`config.mk`:
```
export PLATFORM = sky130hd
export DESIGN_NAME = ant_launch_scheduler
export DESIGN_NICKNAME = d
export VERILOG_FILES = /design/src/rtl/ant_launch_scheduler.sv
export SDC_FILE = /design/constraint.sdc
export NUM_CORES = 1
export LEC_CHECK = 0
export CELL_PAD_IN_SITES_DETAIL_PLACEMENT = 0
export CELL_PAD_IN_SITES_GLOBAL_PLACEMENT = 1
export CORE_ASPECT_RATIO = 2
export CORE_UTILIZATION = 34
export CTS_CLUSTER_DIAMETER = 150
export DETAILED_ROUTE_END_ITERATION = 8
export GPL_ROUTABILITY_DRIVEN = 0
export HOLD_SLACK_MARGIN = 0.1
export PLACE_DENSITY_LB_ADDON = 0.1
export SLEW_MARGIN = 20
export SYNTH_ARGS = -nofsm -noshare
export SYNTH_HDL_FRONTEND = slang
export SYNTH_SLANG_ARGS = --single-unit
```
`constraint.sdc`:
```
create_clock -name clk -period 2 [get_ports clk]
set_input_delay 0.3 -clock clk [delete_from_list [all_inputs] [get_ports clk]]
set_output_delay 0.3 -clock clk [all_outputs]
set_load 0.1 [all_outputs]
```
`src/rtl/ant_launch_scheduler.sv`:
```
// Forward-ant launch scheduler sharing the router local injection port.
// Macro ANT_LAUNCH_DROP_STATS_EN enables the lost-launch counter.
//
// Ports:
//   clk, reset_n            clock, async active-low reset
//   i_en                    launch timer enable
//   i_local_data/val        normal packet from the processing element
//   o_local_rdy             normal packet accepted when high with i_local_val
//   o_data/o_data_val       one-entry registered output buffer
//   i_data_rdy              router accepts o_data
//   o_ant_count             forward ants launched (wraps)
//   o_ant_drop_count        timer expiries lost while an ant was pending

package ant_launch_scheduler_pkg;
  typedef struct packed {
    logic        ant;
    logic        forward;
    logic [3:0]  x_dest;
    logic [3:0]  y_dest;
    logic [3:0]  x_source;
    logic [3:0]  y_source;
    logic [15:0] payload;
  } packet_t;
endpackage

module ant_launch_scheduler
  import ant_launch_scheduler_pkg::*;
#(
  parameter int X_LOC         = 0,
  parameter int Y_LOC         = 0,
  parameter int X_NODES       = 4,
  parameter int Y_NODES       = 4,
  parameter int LAUNCH_PERIOD = 256,
  parameter int STARVE_LIMIT  = 4
) (
  input  logic        clk,
  input  logic        reset_n,
  input  logic        i_en,
  input  packet_t     i_local_data,
  input  logic        i_local_val,
  output logic        o_local_rdy,
  output packet_t     o_data,
  output logic        o_data_val,
  input  logic        i_data_rdy,
  output logic [15:0] o_ant_count,
  output logic [15:0] o_ant_drop_count
);

  localparam int XW = (X_NODES > 1) ? $clog2(X_NODES) : 1;
  localparam int YW = (Y_NODES > 1) ? $clog2(Y_NODES) : 1;
  localparam int TW = $clog2(LAUNCH_PERIOD);
  localparam int SW = (STARVE_LIMIT > 0) ?
                      $clog2(STARVE_LIMIT + 1) : 1;

  localparam logic [XW-1:0] LX   = XW'(X_LOC);
  localparam logic [YW-1:0] LY   = YW'(Y_LOC);
  localparam logic [XW-1:0] XMAX = XW'(X_NODES - 1);
  localparam logic [YW-1:0] YMAX = YW'(Y_NODES - 1);
  localparam logic [TW-1:0] TMAX = TW'(LAUNCH_PERIOD - 1);
  localparam logic [SW-1:0] SMAX = SW'(STARVE_LIMIT);

  // First raster node that is not this router.
  localparam bit AT_ORIGIN = (X_LOC == 0) && (Y_LOC == 0);
  localparam logic [XW-1:0] FX =
    (AT_ORIGIN && X_NODES > 1) ? XW'(1) : '0;
  localparam logic [YW-1:0] FY =
    (AT_ORIGIN && X_NODES == 1) ? YW'(1) : '0;

  typedef enum logic [1:0] {
    S_EMPTY,
    S_NORM,
    S_ANT
  } state_t;

  state_t          state;
  logic [TW-1:0]   timer;
  logic            ant_pending;
  logic [SW-1:0]   starve;
  logic [XW-1:0]   dx;
  logic [YW-1:0]   dy;
  logic [XW-1:0]   nxt_x;
  logic [YW-1:0]   nxt_y;
  logic [XW-1:0]   s1_x;
  logic [YW-1:0]   s1_y;
  packet_t         ant_pkt;

  logic slot_free;
  logic expire;
  logic ant_sel;
  logic ant_gnt;
  logic norm_gnt;

  function automatic logic [XW+YW-1:0] step(
    input logic [XW-1:0] x,
    input logic [YW-1:0] y
  );
    logic [XW-1:0] nx;
    logic [YW-1:0] ny;
    nx = x + 1'b1;
    ny = y;
    if (x == XMAX) begin
      nx = '0;
      ny = (y == YMAX) ? '0 : y + 1'b1;
    end
    return {ny, nx};
  endfunction

  assign slot_free   = ~o_data_val | i_data_rdy;
  assign expire      = i_en & (timer == TMAX);
  assign ant_sel     = ant_pending &
                       (~i_local_val | (starve >= SMAX));
  assign ant_gnt     = slot_free & ant_sel;
  assign norm_gnt    = slot_free & i_local_val & ~ant_sel;
  assign o_local_rdy = slot_free & ~ant_sel;
  assign o_data_val  = (state != S_EMPTY);

  // Next destination, stepping twice to skip this router.
  always_comb begin
    {s1_y, s1_x} = step(dx, dy);
    nxt_x = s1_x;
    nxt_y = s1_y;
    if (s1_x == LX && s1_y == LY) begin
      {nxt_y, nxt_x} = step(s1_x, s1_y);
    end
  end

  always_comb begin
    ant_pkt          = '0;
    ant_pkt.ant      = 1'b1;
    ant_pkt.forward  = 1'b1;
    ant_pkt.x_dest   = 4'(dx);
    ant_pkt.y_dest   = 4'(dy);
    ant_pkt.x_source = 4'(X_LOC);
    ant_pkt.y_source = 4'(Y_LOC);
  end

  // An expiry on the grant edge re-arms the pending flag.
  always_ff @(posedge clk or negedge reset_n) begin
    if (!reset_n) begin
      timer       <= '0;
      ant_pending <= 1'b0;
    end else begin
      if (i_en) begin
        timer <= expire ? '0 : timer + 1'b1;
      end
      if (expire) begin
        ant_pending <= 1'b1;
      end else if (ant_gnt) begin
        ant_pending <= 1'b0;
      end
    end
  end

  always_ff @(posedge clk or negedge reset_n) begin
    if (!reset_n) begin
      starve <= '0;
    end else if (ant_gnt) begin
      starve <= '0;
    end else if (norm_gnt) begin
      if (!ant_pending) begin
        starve <= '0;
      end else if (starve != SMAX) begin
        starve <= starve + 1'b1;
      end
    end
  end

  always_ff @(posedge clk or negedge reset_n) begin
    if (!reset_n) begin
      dx          <= FX;
      dy          <= FY;
      o_ant_count <= '0;
    end else if (ant_gnt) begin
      dx          <= nxt_x;
      dy          <= nxt_y;
      o_ant_count <= o_ant_count + 16'd1;
    end
  end

  always_ff @(posedge clk or negedge reset_n) begin
    if (!reset_n) begin
      state  <= S_EMPTY;
      o_data <= '0;
    end else if (slot_free) begin
      unique case (1'b1)
        ant_gnt: begin
          state  <= S_ANT;
          o_data <= ant_pkt;
        end
        norm_gnt: begin
          state  <= S_NORM;
          o_data <= i_local_data;
        end
        default: begin
          state <= S_EMPTY;
        end
      endcase
    end
  end

`ifdef ANT_LAUNCH_DROP_STATS_EN
  logic drop_inc;

  assign drop_inc = expire & ant_pending & ~ant_gnt;

  always_ff @(posedge clk or negedge reset_n) begin
    if (!reset_n) begin
      o_ant_drop_count <= '0;
    end else if (drop_inc) begin
      o_ant_drop_count <= o_ant_drop_count + 16'd1;
    end
  end
`else
  assign o_ant_drop_count = '0;
`endif

endmodule

```
==> impl_metrics.json, run 1 <==
{
  "crit_end": "dy[1]",
  "synth_compound_area_share_pct": 5.427,
  "synth_fa_ha_area_share_pct": 3.146,
  "skew_ps": 4.387,
  "ys_types": 38,
  "fin_ws_ps": 147.5,
  "setup_violations": 0,
  "crit_buf_inv": 0,
  "outcome": "completed",
  "syn_to_final_growth_pct": 37.75,
  "grt_pass1_vias": 2483,
  "hp-class": "flip-flop to flip-flop",
  "dp_hpwl_mm": 5.441,
  "p_int_mw": 2.904,
  "sw_frac_of_total_pct": 38.62,
  "start_util_pct": 35.30,
  "placed_cells": 513,
  "die_w_um": 70.41,
  "ctsLongestPathBuffers": 2,
  "comb_power_share_pct": 31.5,
  "yosys_warnings": 0,
  "synth_top_family_by_area": "simple AND/OR/NAND/NOR gates",
  "worstSetupPathType": "flip-flop to flip-flop",
  "critPathSlowestCell": "dfstp_2",
  "hold_ws_ps": 473.7,
  "synth_area_um2": 3182,
  "synth_top_cell_by_area": "dfrtp_1",
  "r2r_cells": 6,
  "r2r-end": "dy[1]",
  "drc": 0,
  "clockPowerShare_pct": 33.2,
  "slew_viol_final": 0,
  "layout.cells.most_common_list": "nand2_1 (86), dfrtp_1 (62), buf_4 (60), clkdlybuf4s50_1 (37), nand3_1 (34)",
  "post-route-period-util_pct": 92.62,
  "ant_nets": 0,
  "seqCellArea_um2": 1709,
  "ios": 107,
  "rows": 49,
  "synth.area.top_cells": "dfrtp_1 (53%), nand2_1 (10%), nand3_1 (5.3%), buf_4 (5.2%), ha_1 (3.1%)",
  "gr-usage-all-layers_pct": 16.66,
  "synth-simple-area-share_pct": 24.07,
  "io_buffers": 90,
  "maxSlewHeadroom_pct": 65.15,
  "synth_mux_area_share_pct": 1.337,
  "die_h_um": 138.8,
  "num_vias": 2513,
  "ys.flop_type": "dfrtp_1",
  "synth_top_area_share_pct": 52.69,
  "synthCells": 325,
  "coreArea_um2": 9012,
  "crit_arrival_ps": 2060,
  "die_area_um2": 9773,
  "avgRoutedWirePerCell_um": 14.20,
  "drtPass1Iterations": 4,
  "critical_path_required_ps": 2210,
  "async_flop_share_pct": 100.0,
  "syn_avg_cell_area_um2": 9.790,
  "multiInputGateArea_um2": 1311,
  "nFillCells": 875,
  "p_switching_mw": 1.827,
  "post_dp_cell_area_um2": 4071,
  "fin_setup_tns_ps": 0,
  "final_common_cell": "nand2_1",
  "fin_cells": 530,
  "cp_num_cells": 6,
  "cts_buffers": 9,
  "grt_pass1_wl_mm": 12.46,
  "crit_path_end_kind": "flip-flop",
  "path_clk_slew_ps": 50,
  "power_frac_seq_pct": 35.3,
  "clock-sinks": 68,
  "cp_max_fo": 5,
  "drive_gt1_share_pct": 22.43,
  "grt-ovfl-total": 0,
  "num-nets-final": 470,
  "antenna_found_initial": 0,
  "critPathLaunch": "dx[0]",
  "synth_xor_area_share_pct": 5.230,
  "ys_seq_area_share_pct": 53.52,
  "timing.fmax_mhz": 539.8,
  "place_ws_ps": 110.0,
  "regToRegStartpoint": "dx[0]",
  "drt_iter0_drc": 122,
  "crit_chain": "ha_1 > mux2i_1 > ha_1 > nand3_1 > o21ai_0 > o21ai_0",
  "drt-total-wl_mm": 7.524,
  "rsz0062_at_grt": "no",
  "clockRootBuffer": "clkbuf_16",
  "synth_edf_count": 0,
  "p_leak_nw": 2.166,
  "tritoncts": "built",
  "utilization_pct": 48.63,
  "critPathTopFamily": "flip-flops",
  "finalCriticalPeriod_ps": 1852,
  "ys_ff_latch": 68,
  "via_per_inst": 4.742,
  "grt_max_degree": 41,
  "drv_cap": 0,
  "powerDensity_nw_per_um2": 1079,
  "reg2reg_setup_slack_ps": 150,
  "power_mw": 4.731,
  "tightest_slew_ps": 522.7,
  "clock_latency_ps": 330,
  "postLayoutCellArea_um2": 4383,
  "htreeDepth": 3,
  "hold_violations": 0,
  "antenna_cells": 0,
  "vdd_drop_max_mv": 0.5860,
  "cp-start-kind": "flip-flop",
  "max_stage_delay_ps": 570
}
==> layout make-up <==
class	count	share of cell area (%)
Multi-Input combinational cell	236	29.92
Sequential cell	68	39.00
Clock buffer	16	6.880
Tap cell	102	2.912
Inverter	6	0.5138
Timing Repair Buffer	102	20.78
==> power by group through the flow <==
stage          Clock [mW]  Combinational (mW)  Sequential, mW
6_report             1.57                1.49            1.67
5_1_grt              1.67                1.56            1.70
4_1_cts              1.61                1.51            1.67
3_5_place_dp            0                1.50            1.69
3_3_place_gp            0                1.50            1.69
2_1_floorplan           0               0.441            2.39
==> worst min-delay path by stage <==
stage | to | cells after the start | slack, ps | from
final | o_ant_count[15] | 1 | 470 | o_ant_count[15]
after global routing | o_data[4] | 3 | 490 | i_local_data[4]
after CTS | o_ant_count[15] | 1 | 470 | o_ant_count[15]
after detailed placement | o_ant_count[7] | 1 | 320 | reset_n
after global placement | o_ant_count[7] | 1 | 330 | reset_n
after floorplan | ant_pending | 0 | 4 | reset_n
==> synth_stat cells, types with 2 or more instances <==
cell / number
nand2_1: 86
dfrtp_1: 67
nand3_1: 34
buf_4: 22
a21oi_1: 14
nor2_1: 11
o21ai_0: 11
xnor2_1: 11
ha_1: 8
xor2_1: 8
nand4_1: 7
inv_1: 6
and3_1: 4
clkbuf_1: 4
nor3_1: 3
buf_2: 2
mux2_2: 2
mux2i_1: 2
nor4_2: 2
o31ai_1: 2
or3_1: 2
==> layer usage <==
metal  wire length, um  up-vias  track usage [%]
met3               260       12            3.198
met2              4120       60            28.77
met1              2980     1195            19.13
met4               163        0            8.526
met5                 0        -                0
li1                  -     1246                -
==> what timing repair did <==
item	CTS	global route
endpoints found under the hold margin	38	0
hold buffers	1	0
gates resized for setup	0	0
setup buffers	0	0
==> sequential cells by signal (all words and copies together), names as in the netlist <==
register / count
starve: 3
ant_pending: 1
dx: 2
timer: 8
dy: 2
state: 2
o_ant_count: 16
o_data: 34
==> worst reg2reg max path, stage by stage (launching register included) <==
cell,delay [ps]
dfstp_2,570
ha_1,260
mux2i_1,300
ha_1,220
nand3_1,90
o21ai_0,190
o21ai_0,100
==> cells by family after synthesis <==
group                    Yosys count
AO/OA/AOI/OAI                     30
buffers and inverters             36
XOR/XNOR                          19
multiplexers                       4
AND/OR/NAND/NOR                  159
flip-flops                        68
adder cells (fa/ha/maj)            8
other                              1
Note: power is estimated with default switching activity, not from simulation.
==> inputs of run 2 (changes only) <==
Settings changed: CORE_MARGIN set to 3, CTS_CLUSTER_SIZE set to 25.
==> impl_metrics.json, run 2 (synthesized netlist as in run 1, its figures left out) <==
{
  "clock_latency_ps": 330,
  "die_area_um2": 10630,
  "coreArea_um2": 9074,
  "fin_ws_ps": 270.6,
  "largest_register": "o_data",
  "io_buffers": 90,
  "maxSlewHeadroom_pct": 61.92,
  "num-nets-final": 470,
  "timing.fmax_mhz": 578.2,
  "avgRoutedWirePerCell_um": 15.10,
  "final_common_cell": "nand2_1",
  "holdPathStages": 1,
  "hold_ws_ps": 470.6,
  "rows": 49,
  "multiInputGateArea_um2": 1314,
  "r2r_cells": 7,
  "crit_top_cell": "o21ai_0",
  "grt-ovfl-total": 0,
  "layout.cells.most_common_list": "nand2_1 (86), dfrtp_1 (62), buf_4 (57), clkdlybuf4s50_1 (37), nand3_1 (34)",
  "critPathTopFamily": "flip-flops",
  "drt-total-wl_mm": 8.004,
  "die_h_um": 142.8,
  "drive_gt1_share_pct": 21.73,
  "tritoncts": "built",
  "reg2reg_setup_slack_ps": 270,
  "crit_buf_inv": 0,
  "drtPass1Iterations": 4,
  "ant_nets": 0,
  "cts_buffers": 9,
  "cts_setup_buffers": 0,
  "ctsLongestPathBuffers": 2,
  "cp_max_fo": 5,
  "drt_iter0_drc": 86,
  "syn_to_final_growth_pct": 37.00,
  "ios": 107,
  "critPathSlowestCell": "dfstp_2",
  "powerDensity_nw_per_um2": 1049,
  "rsz0062_at_grt": "no",
  "r2r-end": "dy[1]",
  "post-route-period-util_pct": 86.47,
  "nFillCells": 887,
  "seqCellArea_um2": 1709,
  "min_from": "o_ant_count[15]",
  "grt_max_degree": 36,
  "setup_violations": 0,
  "placed_cells": 513,
  "fin_setup_tns_ps": 0,
  "largest_reg_flops": 34,
  "p_leak_nw": 2.145,
  "holdPathEnd": "o_ant_count[15]",
  "grt_pass1_wl_mm": 13.15,
  "tightest_slew_ps": 571.1,
  "clockRootBuffer": "clkbuf_16",
  "worstSetupPathType": "flip-flop to flip-flop",
  "path_clk_slew_ps": 50,
  "drv_cap": 0,
  "grt_pass1_vias": 2575,
  "crit_arrival_ps": 1970,
  "dp_hpwl_mm": 5.843,
  "vdd_drop_max_mv": 0.5669,
  "gr-usage-all-layers_pct": 16.26,
  "post_dp_cell_area_um2": 4094,
  "finalCriticalPeriod_ps": 1729,
  "max_stage_delay_ps": 570,
  "place_ws_ps": 70.57,
  "crit_chain": "ha_2 > mux2i_1 > ha_1 > nand3_1 > nand2_1 > o21ai_0 > o21ai_0",
  "outcome": "completed",
  "cp-start-kind": "flip-flop",
  "slew_viol_final": 0,
  "crit_path_end_kind": "flip-flop",
  "hp-class": "flip-flop to flip-flop",
  "antenna_found_initial": 0,
  "postLayoutCellArea_um2": 4359,
  "critical_path_required_ps": 2240,
  "top_regs": "o_data: 34 flops, o_ant_count: 16 flops, timer: 8 flops",
  "clock-sinks": 68,
  "via_per_inst": 4.775,
  "fin_cells": 530,
  "drc": 0,
  "die_w_um": 74.41,
  "hold_violations": 0,
  "regToRegStartpoint": "dx[0]",
  "skew_ps": 8.419,
  "htreeDepth": 3,
  "start_util_pct": 35.07,
  "num_vias": 2531,
  "antenna_cells": 0
}
-- run 2: cell count changes in the layout (fill, tap and decap cells not counted) --
| cell | before | now |
|---|---|---|
| buf_2 | 0 | 1 |
| buf_12 | 4 | 6 |
| ha_1 | 8 | 7 |
| buf_4 | 60 | 57 |
| clkbuf_8 | 5 | 0 |
| ha_2 | 0 | 1 |
| clkinv_2 | 0 | 1 |
| clkbuf_1 | 2 | 6 |
-- run 2: area by class of cell --
| type | count | area share (%) |
|---|---|---|
| multi-input cells | 236 | 30.14 |
| repair buffers | 102 | 21.41 |
| well taps | 102 | 2.928 |
| clock buffers | 15 | 5.683 |
| clock inverters | 1 | 0.1148 |
| flip-flops and latches | 68 | 39.21 |
| inverters | 6 | 0.5166 |
-- run 2: report_power, final --
| part | switching, mW | internal [mW] | total [mW] |
|---|---|---|---|
| logic | 1.15 | 0.356 | 1.51 |
| registers | 0.128 | 1.54 | 1.67 |
| clock network | 0.555 | 0.840 | 1.39 |
| total | 1.83 | 2.74 | 4.57 |
-- run 2: worst register-to-register path, cell delays in order (launching register included) --
cell and delay [ps]:
dfstp_2 570, ha_2 250, mux2i_1 250, ha_1 220
nand3_1 90, nand2_1 70, o21ai_0 60, o21ai_0 140
-- run 2: through the flow --
stage	utilization, %	total power, mW
2_1_floorplan	-	2.828
5_1_grt	48.04	4.783
4_1_cts	48.01	4.640
6_report	48.04	4.572
3_3_place_gp	45.12	3.191
3_5_place_dp	45.12	3.214
-- run 2: layer usage --
layer | part of all wire (%) | GRT usage (%) | vias to the layer above
met5 | 0 | 0 | -
met4 | 1.2 | 5.347 | 0
met3 | 4.8 | 4.440 | 7
met2 | 56 | 28.58 | 60
met1 | 38 | 18.52 | 1219
li1 | - | - | 1245
-- run 2: what timing repair did --
item | in CTS | in global routing
hold buffers | 1 | 0
endpoints found under the hold margin | 19 | 0
setup endpoints to repair | 0 | 1
resized for setup | 0 | 1
-- run 2: how the worst max path moves through the flow --
| stage | startpoint | endpoint | slack [ps] | cells after the start |
|---|---|---|---|---|
| after floorplan | o_ant_count[6] | o_ant_count[8] | 20 | 4 |
| final | dx[0] | dy[1] | 270 | 7 |
| after global routing | dx[0] | dy[1] | 50 | 7 |
| after global placement | i_data_rdy | o_ant_count[6] | 110 | 6 |
| after detailed placement | i_data_rdy | o_ant_count[6] | 70 | 6 |
| after CTS | dx[0] | dy[1] | 170 | 7 |
==> inputs of run 3 (changes only) <==
Settings changed: CORE_MARGIN 3 to not set.
==> results of run 3 <==
The final DEF is identical to that of run 1; final timing and power are the same.
